[config.mk]
export PLATFORM = sky130hd
export DESIGN_NAME = max_unpool_flat
export DESIGN_NICKNAME = d
export VERILOG_FILES = /design/src/rtl/max_unpool_if.sv /design/src/rtl/max_unpool.sv /design/src/flat_wrapper.sv
export SDC_FILE = /design/constraint.sdc
export NUM_CORES = 1
export LEC_CHECK = 0
export BUFFER_PORTS_ARGS = -buffer_cell sky130_fd_sc_hd__buf_2
export CORE_MARGIN = 1
export CORE_UTILIZATION = 55
export DETAILED_ROUTE_END_ITERATION = 12
export GPL_ROUTABILITY_DRIVEN = 0
export GPL_TIMING_DRIVEN = 0
export PLACE_DENSITY = 0.75
export SETUP_SLACK_MARGIN = 0.02
export SLEW_MARGIN = 30
export SYNTH_ARGS = -nofsm -noshare
export SYNTH_HDL_FRONTEND = slang
export SYNTH_SLANG_ARGS = --single-unit
[constraint.sdc]
create_clock -name clock -period 1.7 [get_ports clock]
set_input_delay 0.34 -clock clock [delete_from_list [all_inputs] [get_ports clock]]
set_output_delay 0.34 -clock clock [all_outputs]
set_load 0.01 [all_outputs]
[src/rtl/max_unpool_if.sv]
// rtl/max_unpool_if.sv - valid/ready feature stream interface between max_unpool and its neighbours
interface max_unpool_if #(
  parameter int FEATURE_WIDTH = 8,
  parameter int NUM_FEATURES  = 1
);
  logic                                      valid;
  logic                                      ready;
  logic [NUM_FEATURES-1:0][FEATURE_WIDTH-1:0] features;

  modport master (output valid, output features, input ready);
  modport slave  (input valid, input features, output ready);
endinterface

[src/rtl/max_unpool.sv]
// rtl/max_unpool.sv - nearest-neighbour upsampler buffering one pooled row at a time
// Optional feature macro: UNPOOL_ZERO_FILL_EN (zero-insertion instead of replication)
module max_unpool #(
  parameter int ROW_STRIDE    = 2,
  parameter int COL_STRIDE    = 2,
  parameter int IMAGE_HEIGHT  = 28,
  parameter int IMAGE_WIDTH   = 28,
  parameter int FEATURE_WIDTH = 8
) (
  input  logic        clock,
  input  logic        reset_n,
  max_unpool_if.slave  features_in,
  max_unpool_if.master features_out,
  output logic        frame_done
);
  localparam int IN_H   = IMAGE_HEIGHT / ROW_STRIDE;
  localparam int IN_W   = IMAGE_WIDTH / COL_STRIDE;
  localparam int COL_W  = (IN_W > 1) ? $clog2(IN_W) : 1;
  localparam int ROW_W  = (IN_H > 1) ? $clog2(IN_H) : 1;
  localparam int CREP_W = (COL_STRIDE > 1) ? $clog2(COL_STRIDE) : 1;
  localparam int RREP_W = (ROW_STRIDE > 1) ? $clog2(ROW_STRIDE) : 1;

  localparam logic [COL_W-1:0]  COL_LAST  = COL_W'(IN_W - 1);
  localparam logic [ROW_W-1:0]  ROW_LAST  = ROW_W'(IN_H - 1);
  localparam logic [CREP_W-1:0] CREP_LAST = CREP_W'(COL_STRIDE - 1);
  localparam logic [RREP_W-1:0] RREP_LAST = RREP_W'(ROW_STRIDE - 1);

  if (IMAGE_HEIGHT % ROW_STRIDE != 0) begin : g_bad_height
    $fatal(1, "max_unpool: IMAGE_HEIGHT must be a multiple of ROW_STRIDE");
  end
  if (IMAGE_WIDTH % COL_STRIDE != 0) begin : g_bad_width
    $fatal(1, "max_unpool: IMAGE_WIDTH must be a multiple of COL_STRIDE");
  end

  typedef enum logic [1:0] {S_FILL, S_EMIT, S_DONE} state_t;

  state_t              state;
  logic [COL_W-1:0]    in_col;
  logic [ROW_W-1:0]    in_row;
  logic [COL_W-1:0]    out_col;
  logic [CREP_W-1:0]   col_rep;
  logic [RREP_W-1:0]   row_rep;
  logic                in_ready_q;
  logic                out_valid_q;
  logic [FEATURE_WIDTH-1:0] rowbuf [IN_W];

  logic in_fire;
  logic out_fire;

  assign features_in.ready  = in_ready_q;
  assign features_out.valid = out_valid_q;
  assign in_fire  = features_in.valid & in_ready_q;
  assign out_fire = out_valid_q & features_out.ready;

  // Row buffer carries no reset: its contents are always rewritten before being emitted.
  always_ff @(posedge clock) begin
    if (in_fire) begin
      rowbuf[in_col] <= features_in.features[0];
    end
  end

  always_comb begin
    features_out.features = '0;
`ifdef UNPOOL_ZERO_FILL_EN
    if (col_rep == '0 && row_rep == '0) begin
      features_out.features[0] = rowbuf[out_col];
    end
`else
    features_out.features[0] = rowbuf[out_col];
`endif
  end

  always_ff @(posedge clock or negedge reset_n) begin
    if (!reset_n) begin
      state       <= S_FILL;
      in_col      <= '0;
      in_row      <= '0;
      out_col     <= '0;
      col_rep     <= '0;
      row_rep     <= '0;
      in_ready_q  <= 1'b1;
      out_valid_q <= 1'b0;
      frame_done  <= 1'b0;
    end else begin
      unique case (state)
        S_FILL: begin
          if (in_fire) begin
            if (in_col == COL_LAST) begin
              in_col      <= '0;
              state       <= S_EMIT;
              in_ready_q  <= 1'b0;
              out_valid_q <= 1'b1;
            end else begin
              in_col <= in_col + 1'b1;
            end
          end
        end
        S_EMIT: begin
          if (out_fire) begin
            if (col_rep != CREP_LAST) begin
              col_rep <= col_rep + 1'b1;
            end else begin
              col_rep <= '0;
              if (out_col != COL_LAST) begin
                out_col <= out_col + 1'b1;
              end else begin
                out_col <= '0;
                if (row_rep != RREP_LAST) begin
                  row_rep <= row_rep + 1'b1;
                end else begin
                  row_rep     <= '0;
                  out_valid_q <= 1'b0;
                  if (in_row == ROW_LAST) begin
                    in_row     <= '0;
                    state      <= S_DONE;
                    frame_done <= 1'b1;
                  end else begin
                    in_row     <= in_row + 1'b1;
                    state      <= S_FILL;
                    in_ready_q <= 1'b1;
                  end
                end
              end
            end
          end
        end
        S_DONE: begin
          frame_done <= 1'b0;
          in_ready_q <= 1'b1;
          state      <= S_FILL;
        end
        default: begin
          state       <= S_FILL;
          in_ready_q  <= 1'b1;
          out_valid_q <= 1'b0;
          frame_done  <= 1'b0;
        end
      endcase
    end
  end
endmodule

[src/flat_wrapper.sv]
// flat-port wrapper written by rule: the top's interface ports become plain ports
module max_unpool_flat 
#(
  parameter int ROW_STRIDE    = 2,
  parameter int COL_STRIDE    = 2,
  parameter int IMAGE_HEIGHT  = 28,
  parameter int IMAGE_WIDTH   = 28,
  parameter int FEATURE_WIDTH = 8
)
  (clock, reset_n, frame_done, features_in_valid, features_in_features, features_in_ready, features_out_valid, features_out_features, features_out_ready);
  max_unpool_if #(.FEATURE_WIDTH(FEATURE_WIDTH)) features_in_i ();
  max_unpool_if #(.FEATURE_WIDTH(FEATURE_WIDTH)) features_out_i ();
  input  logic clock;
  input  logic reset_n;
  output logic frame_done;
  input wire logic [$bits(features_in_i.valid)-1:0] features_in_valid;
  input wire logic [$bits(features_in_i.features)-1:0] features_in_features;
  output wire logic [$bits(features_in_i.ready)-1:0] features_in_ready;
  output wire logic [$bits(features_out_i.valid)-1:0] features_out_valid;
  output wire logic [$bits(features_out_i.features)-1:0] features_out_features;
  input wire logic [$bits(features_out_i.ready)-1:0] features_out_ready;
  assign features_in_i.valid = features_in_valid;
  assign features_in_i.features = features_in_features;
  assign features_in_ready = features_in_i.ready;
  assign features_out_valid = features_out_i.valid;
  assign features_out_features = features_out_i.features;
  assign features_out_i.ready = features_out_ready;
  max_unpool #(.ROW_STRIDE(ROW_STRIDE), .COL_STRIDE(COL_STRIDE), .IMAGE_HEIGHT(IMAGE_HEIGHT), .IMAGE_WIDTH(IMAGE_WIDTH), .FEATURE_WIDTH(FEATURE_WIDTH)) u_core (.clock(clock), .reset_n(reset_n), .features_in(features_in_i), .features_out(features_out_i), .frame_done(frame_done));
endmodule
* Word-level counts from Yosys, hierarchy flattened *
Memory sizes are Yosys's and may differ from the RTL's.
Index checks and enable logic that the tools add are counted.

storage, ports and cells
  input bits = 12
  bits in writable memories = 112
  flip-flop bits (word level) = 19
  memories kept = 1
  output and inout bits = 11
  logic and storage cells = 79

memories
  name           words  bits a word  read ports  clocked after memory_dff  write ports  RTL line          source
  u_core.rowbuf  14     8            1           0                         1            max_unpool.sv:45  logic [FEATURE_WIDTH-1:0] rowbuf [IN_W];

cells by class
  add/sub/neg operators = 5
  equality and inequality tests = 13
  bitwise gates (word level) = 5
  reductions and logical operators = 10
  muxes and demuxes = 36

operators with widths
  cell                                                    number
  two-way mux 1 bit                                       22
  two-way mux 2 bit                                       7
  AND reduction 7 bit                                     2
  adder 4 x 1 -> 4 bit (second input constant)            3
  two-way mux 4 bit                                       3
  inequality test 2 x 1 -> 1 bit (second input constant)  6
  AND reduction 6 bit                                     2
  equality test 4 bit (second input constant)             2
  AND reduction 5 bit                                     1
  inequality test 2 bit (second input constant)           2
  inequality test 4 bit (second input constant)           1
  one-hot mux 1 bit (2 select lines)                      2
  one-hot mux 2 bit (2 select lines)                      1
  AND reduction 2 bit                                     2
  AND reduction 4 bit                                     1
  NOT 1 bit                                               3
  one-hot mux 1 bit (3 select lines)                      1
  AND reduction 3 bit                                     1
  adder 1 bit (second input constant)                     2
  AND 1 bit                                               2
  equality test 2 x 1 -> 1 bit (second input constant)    1
  equality test 2 bit (second input constant)             1
  zero test 2 bit                                         1

* Longest topological paths before layout *
Gate-level depths: netlist (run 1).

  word-level depth = 7
  depth in mapped cells = 7
  gate-level depth less buffers = 3

* Worst setup path after synthesis (run 1) *
OpenSTA, ideal clock, no wires.

  kind = reg2reg
  from = reg u_core.in_ready_q, in the netlist u_core.features_in.ready
  to = mem u_core.rowbuf[0][0], enable pin
  library setup time = 0.383 ns
  setup slack = -0.279 ns
  data required time = 1.317 ns
  clock period less this slack = 1.979 ns
  arrival = 1.596 ns
  buffers on the path = 0
  stages on the path, launching flop included = 4
  cell sequence = dfstp_2 nand2_1 or3_1 nor3_1

between the ends
  longest elaborated chain between the ends = 3

ends and longest elaborated chain
  element                                  RTL line           source
  from (decl)                              max_unpool.sv:43   logic in_ready_q;
  from (signal assigned)                   max_unpool.sv:81   in_ready_q <= 1'b1;
  from (signal assigned)                   max_unpool.sv:91   in_ready_q <= 1'b0;
  from (signal assigned)                   max_unpool.sv:120  in_ready_q <= 1'b1;
  AND 1 bit                                max_unpool.sv:52   assign in_fire = features_in.valid & in_ready_q;
  two-way mux 1 bit                        max_unpool.sv:57   if (in_fire) begin
  two-way mux 1 bit (not written as such)  max_unpool.sv:58   rowbuf[in_col] <= features_in.features[0];
  to (decl)                                max_unpool.sv:45

No other way between the ends.

* Worst setup path after layout (run 1) *
  from = reg u_core.out_col[0]
  to = out features_out_features[7]

between the ends
  longest elaborated chain between the ends = 1

ends and longest elaborated chain
  element                   RTL line            source
  from (decl)               max_unpool.sv:40    logic [COL_W-1:0] out_col;
  from (signal assigned)    max_unpool.sv:105   out_col <= out_col + 1'b1;
  memory read (14 x 8 bit)  -
  to (decl)                 flat_wrapper.sv:20  output wire logic [$bits(features_out_i.features)-1:0] features_out_features;

No other way between the ends.

==> results.tsv, run 1 <==
metric	value	unit
power share of the clock group	49.1	%
Final nets	388	
Setup CP Type	flip-flop to primary output	
min cycle time layout	2670	ps
# clock sinks	131	
Max-Cap Viols	0	
Die Wd	102	um
Initial Util	56.4	%
# setup viols final	8	
Post-Syn Area	0.00547	sq mm
total global-route track usage	24.3	%
n_diodes	0	
post-synthesis cell count	314	
vias in the first global route	3023	
violations in the final reports	negative setup slack	
area of the core	0.00968	sq mm
Seq pwr share	49.9	%
RSZ-0062 raised after global routing	yes	
Post-Syn Nets	326	
placed wire-length estimate	6.81	mm
fin util	70.1	%
Power Density	1030	mW/mm^2
status	finished, violations left	
largest net degree at the start of global routing	20	
WL final	11.6	mm
Combinational Power Share	1.0	%
setup slack after layout	-968	ps
share of cells above drive strength 1	37.0	%
PortBufs	22	
switching pwr	1.52	mW
# H-tree levels	4	
via count	3099	
fin. max-slew vios	0	
Final Cell Area	0.00679	sq mm
Mapped Avg Cell Area	17.4	sq um
IO Pins	23	
Clock Latency Late Sink	520	ps
drt initial violations	212	
Storage cell area	0.00384	sq mm
Final ANT Viol Nets	0	
Critical Path Sink Type	primary output	
CP required	1360	ps
Setup Skew	13.8	ps
multi-input combinational cell area	0.00163	sq mm
Core Rows	36	
final hold violation count	0	
DRC	0	
first-pass GRT wire length	17.5	mm
First-pass DRT Iterations	4	
Fill cells	583	
Layout area overhead	24.1	%
number of synthesized flops with an enable pin	112	
P_int	5.47	mW
initial antenna violation count	0	
Pleak	2.30	nW
Die ar.	0.0103	sq mm
Placement Cell Area	0.00579	sq mm
hold crit path type	primary input to flip-flop	
Yosys reg bits	131	
critical path startpoint category	flip-flop	
slew margin rel.	68.4	%
CTS buffer count	17	
Tcrit/Tclk final	157	%
Max FO, Critical Path	7	
root buf cell	clkbuf_8	
Via density	5.94	
ys async rst share	14.5	%
gr ovfl total	0	
Most used DFF post-synth	edfxtp_1	
Least-Margin Pin Slew	473	ps
arrival time worst endpoint	2330	ps
Max VDD drop	0.651	mV
Die Ht	102	um
CTS tree	yes	
Netlist cell types	52	
Sw Share	21.7	%
Reg clk slew, reported paths	60	ps
Seq/Total Area, Yosys	70.2	%
synth warn	0	
Max clock buf depth	2	
per-cell routed wire length	22.1	um
Max Fclk	375	MHz
layer usage:
metal	wire length [um]	global-route usage, %	vias to the layer above
met1	5120	34.5	1572
met3	605	5.73	18
met5	0	0	-
met4	124	8.03	0
met2	5710	37.5	112
li1	-	-	1397
worst max-delay path: stages, from the launching register on:
cell,delay [ps]
dfrtp_1,340
buf_6,150
mux4_1,640
mux2_2,320
a22o_1,220
buf_2,140
through the flow:
stage / std cells / TNS (ps) / setup slack, ps / total power [mW] / hold WS, ps
finish: 522 / -7430 / -968 / 6.99 / 214
global route: 522 / -8000 / -1020 / 7.17 / 200
CTS: 519 / -7500 / -965 / 7.02 / 198
detailed placement: 469 / -32910 / -435 / 3.62 / 313
global placement: 469 / -27130 / -427 / 3.62 / 302
floorplan: 314 / -1120 / -187 / 3.56 / 44.4
synth_stat cells, types with 3 or more instances:
cell type  number  area [sq um]
mux2i_1        33           330
nand4b_1        3          26.3
nor2b_1         3          18.8
a22o_1          9          78.8
edfxtp_1      112          3360
dfrtp_1        18           450
mux2_2         17           191
inv_1           4          15.0
o21ai_0         4          20.0
mux4_1          6           158
nand3_1         6          30.0
a221oi_1        8          70.1
nor3_1          5          25.0
nand2_1         9          33.8
clkbuf_1        4          15.0
a21oi_1         3          15.0
clkbuf_8        5          68.8
buf_6           3          33.8
nor2_1         11          41.3
a22oi_1         8          60.1
xnor2_1         3          26.3
cell families after synthesis:
group	Yosys count	share of synthesized area (%)
AOI/OAI and AO/OA	42	6.13
xor gates and xnor gates	5	0.801
buffers and inverters	22	3.62
DFF	131	70.2
muxes	59	13.5
and+or+nand+nor	55	5.75
registers in the layout, indices dropped and copies added (netlist names):
register / cells
u_core.col_rep: 1
u_core.features_in.ready: 1
u_core.features_out.valid: 1
u_core.frame_done: 1
u_core.in_col: 4
u_core.in_row: 4
u_core.out_col: 4
u_core.row_rep: 1
u_core.rowbuf: 112
u_core.state: 2
final cells by class:
cell class | count | share of cell area [%]
sequential | 131 | 56.7
clock inverter | 15 | 2.16
clock buffer | 17 | 6.10
buffer | 15 | 2.65
inverter | 4 | 0.221
timing repair buffer | 46 | 5.75
tap | 133 | 2.45
multi-input combinational | 161 | 24.0
repair_timing:
item	4_1_cts	5_1_grt
hold endpoints to repair	18	0
hold buffers	1	0
resized for setup	38	8
setup endpoints to repair	124	47
pin swaps	12	5
buffers inserted	19	4
cell usage in the layout (no fill, tap or decap), types with 6 or more instances in the layout:
master / Yosys / layout
a221oi_1: 8 / 6
a22o_1: 9 / 9
a22oi_1: 8 / 7
buf_12: 1 / 8
buf_2: 1 / 22
buf_4: 2 / 15
buf_6: 3 / 7
clkbuf_16: 0 / 16
clkbuf_8: 5 / 6
dfrtp_1: 18 / 14
edfxtp_1: 112 / 112
inv_6: 0 / 6
mux2_2: 17 / 13
mux2i_1: 33 / 32
nand2_1: 9 / 9
nor2_4: 0 / 10
worst paths after layout:
path	endpoint	cells past startpoint	start	slack, ps
hold / removal	u_core.rowbuf[1][4]	1	features_in_features[4]	210
setup / recovery	features_out_features[7]	5	u_core.out_col[0]	-970
setup reg to reg	u_core.features_in.ready	4	u_core.features_in.ready	30
min in group asynchronous	u_core.frame_done	2	reset_n	290
hold reg to reg	u_core.row_rep	1	u_core.row_rep	510
max in group asynchronous	u_core.in_col[3]	2	reset_n	1070
power groups by stage:
stage	Clock, mW	Combinational [mW]	Sequential, mW
2_1_floorplan	0	0.000570	3.56
5_1_grt	3.61	0.0753	3.49
6_report	3.43	0.0698	3.49
3_3_place_gp	0	0.0618	3.56
4_1_cts	3.46	0.0697	3.49
3_5_place_dp	0	0.0671	3.56
(Power assumes the default switching activity.)
==> run 2, diff against run 1 <==
Settings changed: RECOVER_POWER set to 25.
==> run 2 against run 1 <==
The run still ends with negative setup slack left. Clock-buffer cell count unchanged. Global-route usage unchanged. First-iteration DRC count unchanged. Sequential power about the same. Clock skew about the same. Critical path type unchanged. Largest power group unchanged.
==> results.tsv, run 2 (synthesized netlist as in run 1, its figures left out) <==
metric	value	unit
RSZ-0062 raised after global routing	yes	
drt initial violations	212	
Critical Path Sink Type	primary output	
commonest non-fill, non-tap cell in the layout	edfxtp_1	
Max FO, Critical Path	7	
Reg clk slew, reported paths	60	ps
vias in the first global route	3023	
setup slack, reg-to-reg	30	ps
Storage cell area	0.00384	sq mm
Reg with most FFs	u_core.rowbuf	
CTS tree	yes	
n_diodes	0	
# setup viols final	8	
hold crit path type	primary input to flip-flop	
Setup Skew	13.8	ps
first-pass GRT wire length	17.5	mm
critical path endpoint	features_out_features[7]	
gr ovfl total	0	
r2r worst-path depth	4	
CTS buffer count	17	
critical path startpoint category	flip-flop	
Max Fclk	375	MHz
status	finished, violations left	
largest net degree at the start of global routing	20	
DRC	0	
fin util	70.0	%
Final ANT Viol Nets	0	
most frequent cells in the layout	112 x edfxtp_1, 32 x mux2i_1, 16 x buf_2, 16 x clkbuf_16, 15 x buf_4	
max reg flops	112	
final hold violation count	0	
Clock Latency Late Sink	520	ps
Max-Cap Viols	0	
min cycle time layout	2670	ps
Core Rows	36	
Setup CP Type	flip-flop to primary output	
CP required	1360	ps
Final nets	388	
Fill cells	584	
Die Ht	102	um
r2r startpoint	u_core.features_in.ready	
via count	3109	
area of the core	0.00968	sq mm
Max VDD drop	0.652	mV
share of cells above drive strength 1	35.5	%
Placement Setup Slack	-435	ps
Die Wd	102	um
total global-route track usage	24.3	%
Least-Margin Pin Slew	725	ps
Via density	5.96	
First-pass DRT Iterations	5	
initial antenna violation count	0	
PortBufs	22	
Cell Count, Final, Fillers Out	522	
setup_tns	-7420	ps
WL final	11.6	mm
Inst Count DP	469	
Tcrit/Tclk final	157	%
Pleak	2.29	nW
slew margin rel.	51.6	%
violations in the final reports	negative setup slack	
# clock sinks	131	
Layout area overhead	24.0	%
placed wire-length estimate	6.81	mm
arrival time worst endpoint	2330	ps
Max clock buf depth	2	
# H-tree levels	4	
root buf cell	clkbuf_8	
multi-input combinational cell area	0.00163	sq mm
per-cell routed wire length	22.1	um
Reg2Reg Capture Point	u_core.features_in.ready	
IO Pins	23	
Die ar.	0.0103	sq mm
Critical Path Source	u_core.out_col[0]	
Power Density	1030	mW/mm^2
Initial Util	56.4	%
fin. max-slew vios	0	
setup slack after layout	-967	ps
run 2: changes by cell type in the layout (fill, tap and decap cells not counted), sizes merged:
cell / delta
buf: -6
clkbuf: +6
run 2: final cells by class:
class                      instances  area share [%]
timing repair buffer              46            5.65
buffer                            15            2.66
clock inverter                    15            2.16
sequential                       131            56.7
multi-input combinational        161            24.0
tap                              133            2.45
clock buffer                      17            6.11
inverter                           4           0.221
run 2: how the worst min path moves through the flow:
stage	depth (start not counted)	endpoint	start
2_1_floorplan	0	u_core.col_rep	reset_n
3_3_place_gp	1	u_core.in_col[0]	reset_n
3_5_place_dp	1	u_core.in_col[0]	reset_n
4_1_cts	1	u_core.rowbuf[1][1]	features_in_features[1]
5_1_grt	1	u_core.rowbuf[10][0]	features_in_features[0]
6_report	1	u_core.rowbuf[2][0]	features_in_features[0]
run 2: power by group:
group / switching [mW] / internal [mW] / total, mW
Clock: 1.46 / 1.97 / 3.43
Combinational: 0.0579 / 0.00955 / 0.0675
Sequential: 0 / 3.49 / 3.49
Total: 1.52 / 5.47 / 6.99
run 2: worst max-delay path: stages (launching register included):
cell     delay, ps
dfrtp_1        340
buf_6          150
mux4_1         640
mux2_2         320
a22o_1         220
buf_2          140
run 2: per-layer routing:
metal  global-route usage [%]  share of wire [%]
met3                     5.73                6.0
met2                     37.5                 49
met1                     34.5                 43
met5                        0                  0
met4                     8.03                1.5
run 2: timing repair:
item | in CTS | in global routing
pin swaps | 12 | 5
setup endpoints to repair | 124 | 47
endpoints found under the hold margin | 18 | 0
gates resized for setup | 38 | 8
hold buffers | 1 | 0
buffers inserted | 19 | 4
run 2: through the flow:
| step | power (mW) | hold WS (ps) | instance area [sq um] |
|---|---|---|---|
| final | 6.99 | 235 | 6780 |
| after global routing | 7.17 | 221 | 6780 |
| after CTS | 7.02 | 198 | 6720 |
| after detailed placement | 3.62 | 313 | 5790 |
| after global placement | 3.62 | 302 | 5790 |
| after floorplan | 3.56 | 44.4 | 5510 |
